[config.mk]
export PLATFORM = sky130hd
export DESIGN_NAME = alu_cmd_sequencer_flat
export DESIGN_NICKNAME = d
export VERILOG_FILES = /design/src/rtl/alu_cmd_sequencer_if.sv /design/src/rtl/alu_cmd_sequencer.sv /design/src/flat_wrapper.sv
export SDC_FILE = /design/constraint.sdc
export NUM_CORES = 1
export LEC_CHECK = 0
export BUFFER_PORTS_ARGS = -buffer_cell sky130_fd_sc_hd__buf_2
export CORE_AREA = 8 8 106 108
export CTS_CLUSTER_SIZE = 12
export DETAILED_ROUTE_END_ITERATION = 10
export DIE_AREA = 0 0 114 116
export GPL_TIMING_DRIVEN = 0
export PLACE_DENSITY_LB_ADDON = 0.25
export SETUP_SLACK_MARGIN = 0.3
export SYNTH_ARGS = -nofsm -noshare
export SYNTH_HDL_FRONTEND = slang
export SYNTH_SLANG_ARGS = --single-unit
[constraint.sdc]
create_clock -name clk -period 2.5 [get_ports clk]
set_clock_uncertainty 0.15 [all_clocks]
set_input_delay 0.375 -clock clk [delete_from_list [all_inputs] [get_ports clk]]
set_output_delay 0.375 -clock clk [all_outputs]
set_load 0.1 [all_outputs]
[src/rtl/alu_cmd_sequencer_if.sv]
// rtl/alu_cmd_sequencer_if.sv - command, ALU and response signal bundle for alu_cmd_sequencer
interface alu_cmd_sequencer_if;
   logic       cmd_valid;
   logic       cmd_ready;
   logic [2:0] cmd_op;
   logic [5:0] cmd_a;
   logic [5:0] cmd_b;

   logic [5:0] alu_a;
   logic [5:0] alu_b;
   logic [2:0] alu_select;
   logic [5:0] alu_returns;
   logic       alu_of;

   logic       rsp_valid;
   logic       rsp_ready;
   logic [5:0] rsp_data;
   logic       rsp_of;
   logic [2:0] rsp_op;

   logic       busy;
   logic [7:0] ovf_count;

   // master is the sequencer itself; slave is the command source, ALU and response sink
   modport master (
      input  cmd_valid, cmd_op, cmd_a, cmd_b, alu_returns, alu_of, rsp_ready,
      output cmd_ready, alu_a, alu_b, alu_select, rsp_valid, rsp_data, rsp_of, rsp_op,
             busy, ovf_count
   );

   modport slave (
      output cmd_valid, cmd_op, cmd_a, cmd_b, alu_returns, alu_of, rsp_ready,
      input  cmd_ready, alu_a, alu_b, alu_select, rsp_valid, rsp_data, rsp_of, rsp_op,
             busy, ovf_count
   );
endinterface

[src/rtl/alu_cmd_sequencer.sv]
// rtl/alu_cmd_sequencer.sv - queues ALU commands, issues them one at a time and returns results
module alu_cmd_sequencer #(
   parameter int FIFO_DEPTH = 4
) (
   input  logic                 clk,
   input  logic                 reset,
   alu_cmd_sequencer_if.master  bus
);
   localparam int PTR_W = (FIFO_DEPTH > 1) ? $clog2(FIFO_DEPTH) : 1;
   localparam int CNT_W = $clog2(FIFO_DEPTH + 1);

   localparam logic [1:0] S_IDLE    = 2'd0;
   localparam logic [1:0] S_ISSUE   = 2'd1;
   localparam logic [1:0] S_CAPTURE = 2'd2;
   localparam logic [1:0] S_RESP    = 2'd3;

   localparam logic [2:0] SEL_PARK  = 3'b010;

   logic [14:0]      mem_q [FIFO_DEPTH];
   logic [PTR_W-1:0] wr_ptr_q, wr_ptr_d;
   logic [PTR_W-1:0] rd_ptr_q, rd_ptr_d;
   logic [CNT_W-1:0] cnt_q, cnt_d;
   logic             fifo_full, fifo_empty, push, pop;
   logic [14:0]      head;

   logic [1:0]       state_q, state_d;
   logic [2:0]       op_q, op_d;
   logic [5:0]       a_q, a_d;
   logic [5:0]       b_q, b_d;
   logic             rsp_valid_q, rsp_valid_d;
   logic [5:0]       rsp_data_q, rsp_data_d;
   logic             rsp_of_q, rsp_of_d;
   logic [2:0]       rsp_op_q, rsp_op_d;
   logic [7:0]       ovf_q, ovf_d;
   logic             reserved_op;
   logic             sampled_of;

   function automatic logic [PTR_W-1:0] ptr_inc(input logic [PTR_W-1:0] p);
      return (p == PTR_W'(FIFO_DEPTH - 1)) ? '0 : p + PTR_W'(1);
   endfunction

   // Full is taken from the count alone, so a pop in the same cycle never opens the door
   assign fifo_full  = (cnt_q == CNT_W'(FIFO_DEPTH));
   assign fifo_empty = (cnt_q == '0);
   assign push       = bus.cmd_valid && !fifo_full;
   assign pop        = (state_q == S_IDLE) && !fifo_empty;
   assign head       = mem_q[rd_ptr_q];

   always_comb begin
      wr_ptr_d = wr_ptr_q;
      rd_ptr_d = rd_ptr_q;
      cnt_d    = cnt_q;
      if (push) begin
         wr_ptr_d = ptr_inc(wr_ptr_q);
      end
      if (pop) begin
         rd_ptr_d = ptr_inc(rd_ptr_q);
      end
      case ({push, pop})
         2'b10:   cnt_d = cnt_q + CNT_W'(1);
         2'b01:   cnt_d = cnt_q - CNT_W'(1);
         default: cnt_d = cnt_q;
      endcase
   end

   always_ff @(posedge clk) begin
      if (push) begin
         mem_q[wr_ptr_q] <= {bus.cmd_op, bus.cmd_a, bus.cmd_b};
      end
   end

   // Reserved op codes 010/011 still take the full slot but report a clean zero result
   assign reserved_op = (op_q[2:1] == 2'b01);
   assign sampled_of  = !reserved_op && bus.alu_of;

   always_comb begin
      state_d     = state_q;
      op_d        = op_q;
      a_d         = a_q;
      b_d         = b_q;
      rsp_valid_d = rsp_valid_q;
      rsp_data_d  = rsp_data_q;
      rsp_of_d    = rsp_of_q;
      rsp_op_d    = rsp_op_q;
      ovf_d       = ovf_q;
      case (state_q)
         S_IDLE: begin
            if (pop) begin
               op_d    = head[14:12];
               a_d     = head[11:6];
               b_d     = head[5:0];
               state_d = S_ISSUE;
            end
         end
         S_ISSUE: begin
            state_d = S_CAPTURE;
         end
         S_CAPTURE: begin
            rsp_data_d  = reserved_op ? 6'd0 : bus.alu_returns;
            rsp_of_d    = sampled_of;
            rsp_op_d    = op_q;
            rsp_valid_d = 1'b1;
            if (sampled_of && (ovf_q != 8'hFF)) begin
               ovf_d = ovf_q + 8'd1;
            end
            state_d = S_RESP;
         end
         default: begin
            if (bus.rsp_ready) begin
               rsp_valid_d = 1'b0;
               state_d     = S_IDLE;
            end
         end
      endcase
   end

   always_ff @(posedge clk or posedge reset) begin
      if (reset) begin
         wr_ptr_q    <= '0;
         rd_ptr_q    <= '0;
         cnt_q       <= '0;
         state_q     <= S_IDLE;
         op_q        <= 3'd0;
         a_q         <= 6'd0;
         b_q         <= 6'd0;
         rsp_valid_q <= 1'b0;
         rsp_data_q  <= 6'd0;
         rsp_of_q    <= 1'b0;
         rsp_op_q    <= 3'd0;
         ovf_q       <= 8'd0;
      end else begin
         wr_ptr_q    <= wr_ptr_d;
         rd_ptr_q    <= rd_ptr_d;
         cnt_q       <= cnt_d;
         state_q     <= state_d;
         op_q        <= op_d;
         a_q         <= a_d;
         b_q         <= b_d;
         rsp_valid_q <= rsp_valid_d;
         rsp_data_q  <= rsp_data_d;
         rsp_of_q    <= rsp_of_d;
         rsp_op_q    <= rsp_op_d;
         ovf_q       <= ovf_d;
      end
   end

   assign bus.cmd_ready  = !fifo_full;
   assign bus.alu_a      = a_q;
   assign bus.alu_b      = b_q;
   assign bus.alu_select = ((state_q == S_ISSUE) || (state_q == S_CAPTURE)) ? op_q : SEL_PARK;
   assign bus.rsp_valid  = rsp_valid_q;
   assign bus.rsp_data   = rsp_data_q;
   assign bus.rsp_of     = rsp_of_q;
   assign bus.rsp_op     = rsp_op_q;
   assign bus.busy       = (state_q != S_IDLE) || !fifo_empty;
   assign bus.ovf_count  = ovf_q;
endmodule

[src/flat_wrapper.sv]
// flat-port wrapper written by rule: the top's interface ports become plain ports
module alu_cmd_sequencer_flat 
#(
   parameter int FIFO_DEPTH = 4
)
  (clk, reset, bus_cmd_valid, bus_cmd_op, bus_cmd_a, bus_cmd_b, bus_alu_returns, bus_alu_of, bus_rsp_ready, bus_cmd_ready, bus_alu_a, bus_alu_b, bus_alu_select, bus_rsp_valid, bus_rsp_data, bus_rsp_of, bus_rsp_op, bus_busy, bus_ovf_count);
  alu_cmd_sequencer_if bus_i ();
  input  logic clk;
  input  logic reset;
  input wire logic [$bits(bus_i.cmd_valid)-1:0] bus_cmd_valid;
  input wire logic [$bits(bus_i.cmd_op)-1:0] bus_cmd_op;
  input wire logic [$bits(bus_i.cmd_a)-1:0] bus_cmd_a;
  input wire logic [$bits(bus_i.cmd_b)-1:0] bus_cmd_b;
  input wire logic [$bits(bus_i.alu_returns)-1:0] bus_alu_returns;
  input wire logic [$bits(bus_i.alu_of)-1:0] bus_alu_of;
  input wire logic [$bits(bus_i.rsp_ready)-1:0] bus_rsp_ready;
  output wire logic [$bits(bus_i.cmd_ready)-1:0] bus_cmd_ready;
  output wire logic [$bits(bus_i.alu_a)-1:0] bus_alu_a;
  output wire logic [$bits(bus_i.alu_b)-1:0] bus_alu_b;
  output wire logic [$bits(bus_i.alu_select)-1:0] bus_alu_select;
  output wire logic [$bits(bus_i.rsp_valid)-1:0] bus_rsp_valid;
  output wire logic [$bits(bus_i.rsp_data)-1:0] bus_rsp_data;
  output wire logic [$bits(bus_i.rsp_of)-1:0] bus_rsp_of;
  output wire logic [$bits(bus_i.rsp_op)-1:0] bus_rsp_op;
  output wire logic [$bits(bus_i.busy)-1:0] bus_busy;
  output wire logic [$bits(bus_i.ovf_count)-1:0] bus_ovf_count;
  assign bus_i.cmd_valid = bus_cmd_valid;
  assign bus_i.cmd_op = bus_cmd_op;
  assign bus_i.cmd_a = bus_cmd_a;
  assign bus_i.cmd_b = bus_cmd_b;
  assign bus_i.alu_returns = bus_alu_returns;
  assign bus_i.alu_of = bus_alu_of;
  assign bus_i.rsp_ready = bus_rsp_ready;
  assign bus_cmd_ready = bus_i.cmd_ready;
  assign bus_alu_a = bus_i.alu_a;
  assign bus_alu_b = bus_i.alu_b;
  assign bus_alu_select = bus_i.alu_select;
  assign bus_rsp_valid = bus_i.rsp_valid;
  assign bus_rsp_data = bus_i.rsp_data;
  assign bus_rsp_of = bus_i.rsp_of;
  assign bus_rsp_op = bus_i.rsp_op;
  assign bus_busy = bus_i.busy;
  assign bus_ovf_count = bus_i.ovf_count;
  alu_cmd_sequencer #(.FIFO_DEPTH(FIFO_DEPTH)) u_core (.clk(clk), .reset(reset), .bus(bus_i));
endmodule
==> results.txt <==
XOR/XNOR share of the synthesized area - 1.25%
Final ANT Viol Nets - 0
sequential area share after synthesis - 68.6%
final setup fails - 0
# rows - 36
Post-Syn Instances - 249
Max clock buf depth - 2
setup TNS - 0 ns
final number of hold-violating endpoints - 0
Slew HR - 38.2%
all-layer global routing usage - 12.3%
largest net degree at the start of global routing - 30
CTS tree - yes
first-pass GRT wire length - 12100 um
DR WL/cell - 16.1 um
Worst Path Max Fanout - 3
final WL - 7550 um
pre-CTS setup slack - -0.0440 ns
die area - 13200 sq um
HPWL Detailed - 5150 um
DR vias/cell - 4.88
DR iter-0 viols - 96
number of global-route vias before repair - 2433
Max Clk Rate - 473 MHz
I/O pins - 62
Final Max Tran Viols - 0
syn avg cell area - 16.8 sq um
Post-Synth Simple-Gate Area - 5.13%
FF+latch count, synth - 103
Worst-path clk slew - 0.10 ns
Post-DP Area - 4710 sq um
Slew @ Worst Pin - 0.927 ns
min cycle time layout - 2.11 ns
Synth Net Count - 287
Syn-to-layout area delta - 20.0%
Antenna diodes - 0
Port-buffer cells - 61
fin nets - 371
synth warn - 0
Worst EP required - 2.63 ns
total number of vias - 2294
Initial Utilization - 43.9%
DRC viols - 0
CORE AREA - 9550 sq um
period utilization - 84.5%
initial antenna violation count - 0
data arrival time of the worst path - 2.24 ns
Mapped Area - 4200 sq um
final worst slack - 0.387 ns
Die X - 114 um
Max Cap Violations - 0
Crit. End Element - flop
post-route cell area - 5030 sq um
htree depth - 3
crit path kind - reg2reg
mux share of post-synthesis cell area - 15.1%
Die H - 116 um
status - completed
worst hold path type - in2reg
largest family of logic cells by synthesized area - multiplexers
RSZ-0062 raised after global routing - yes
layout cells sized above 1 - 43.0%
clock root buffer master - clkbuf_8
clock sinks - 103
Post-Synth Adder-Cell Area - 3.76%
DRT Pass-1 Iters - 4
Placer Congestion - 0.735
Skew-Pair Late Insertion Delay - 0.36 ns
number of CTS-inserted buffers - 9
grt ovf - 0
CP startpoint kind - flop
count of cell types in the netlist - 37
post-synthesis compound-gate area fraction - 2.86%
[final cells by class]
cell class                      instances  area (sq um)
Fill cell                             841          4510
Sequential cell                       103          2880
Multi-Input combinational cell        118          1230
Timing Repair Buffer                   73           418
Tap cell                              133           166
Clock buffer                            9           124
Buffer                                  9          83.8
Inverter                               19          73.8
Clock inverter                          6          52.6
[layout by cell type (no fill, tap or decap), types with 2 or more instances in the layout]
master      count
a21oi_1         2
and2_1          4
and3_1          5
buf_12          3
buf_2          60
buf_4          10
buf_6           2
clkbuf_1        2
clkbuf_4        3
clkbuf_8        9
clkinvlp_4      2
dfrtp_1        40
dfrtp_2         3
edfxtp_1       60
ha_1            9
ha_4            2
inv_1          12
inv_2           6
inv_6           3
mux2_2         23
mux4_1          4
mux4_2         11
nand2_1        12
nand2b_1        2
nand3_1         4
nor2_1          4
nor2b_1         2
nor3_1          2
o21ai_0         4
o22ai_1         7
xnor2_1         3
xor2_1          3
[layer usage]
metal  global-route usage (%)  up-vias  wire length [um]
met5                        0        -                 0
met4                     3.46        0                70
met3                     4.69        7               445
met2                     21.1       55              3830
met1                     14.0     1144              3200
li1                         -     1088                 -
[synth_stat cells]
master	number	area, sq um
mux4_1	4	105
a21o_1	1	7.51
nand2b_1	3	18.8
buf_6	1	11.3
nor2_1	4	15.0
buf_12	1	20.0
nor3_1	2	10.0
mux2_2	23	259
nand3_1	5	25.0
and2_1	5	31.3
mux4_2	11	248
a21oi_1	2	10.0
nor3_2	2	20.0
buf_4	2	15.0
and3_1	5	31.3
a22o_1	1	8.76
fa_1	1	20.0
nor4_1	1	6.26
edfxtp_1	60	1800
inv_1	19	71.3
dfrtp_1	43	1080
o22ai_1	7	43.8
nor2b_1	2	12.5
o21a_1	1	7.51
o21ai_0	4	20.0
nand2_1	12	45.0
mux2i_1	1	10.0
a41oi_1	1	8.76
xnor2_1	3	26.3
o211ai_1	1	7.51
buf_2	2	10.0
a31oi_1	1	6.26
clkbuf_1	2	7.51
mux2_1	1	11.3
xor2_1	3	26.3
ha_1	11	138
buf_1	1	3.75
[cell families after synthesis]
family          count (synthesis)
buf+inv                        28
flops                         103
xor+xnor                        6
compound gates                 19
fa+ha+maj                      12
mux                            40
simple gates                   41
[registers in the layout, indices dropped and copies added (netlist names), 3 cells and up]
name / cells
u_core.cnt_q: 3
u_core.bus.alu_b: 6
u_core.mem_q: 60
u_core.bus.rsp_op: 3
u_core.bus.alu_a: 6
u_core.bus.ovf_count: 8
u_core.op_q: 3
u_core.bus.rsp_data: 6
[metrics by stage]
| stage | cells | utilization (%) | hold WS, ns |
|---|---|---|---|
| global route | 470 | 52.7 | 0.0395 |
| finish | 470 | 52.7 | 0.0692 |
| detailed placement | 444 | 49.3 | 0.228 |
| floorplan | 249 | - | 0.324 |
| CTS | 467 | 52.2 | 0.0418 |
| global placement | 443 | 49.1 | 0.333 |
[worst max-delay path, stage by stage (launching register included)]
cell	delay (ns)
dfrtp_1	0.40
inv_2	0.09
ha_4	0.15
nand2b_4	0.05
buf_6	0.12
buf_12	0.11
inv_4	0.04
ha_4	0.12
inv_2	0.04
fa_2	0.35
xor2_1	0.14
nor2_1	0.13
xor2_1	0.15
[final timing paths]
check | start | endpoint | slack, ns | cells after the start
worst max-delay path | u_core.state_q[0]$_DFFE_PP0P_ | u_core.cnt_q[2]$_DFFE_PP0P_ | 0.39 | 12
worst min-delay path | bus_cmd_a[3] | u_core.mem_q[1][9]$_DFFE_PP_ | 0.07 | 1
worst max register to register | u_core.state_q[0]$_DFFE_PP0P_ | u_core.cnt_q[2]$_DFFE_PP0P_ | 0.39 | 12
worst min register to register | u_core.bus.alu_b[4]$_DFFE_PP0P_ | u_core.bus.alu_b[4]$_DFFE_PP0P_ | 0.36 | 1
max in group asynchronous | reset | u_core.cnt_q[2]$_DFFE_PP0P_ | 1.33 | 4
min in group asynchronous | reset | u_core.bus.alu_a[0]$_DFFE_PP0P_ | 0.38 | 3
[what timing repair did]
action	CTS	global route
endpoints found under the setup margin	5	4
endpoints found under the hold margin	14	0
gates resized for setup	11	8
setup buffers	7	3
pin swaps	4	3
hold buffers	1	0
Power is not shown: default switching activity piles up to over one toggle a cycle in this logic, so the estimate is an artifact.
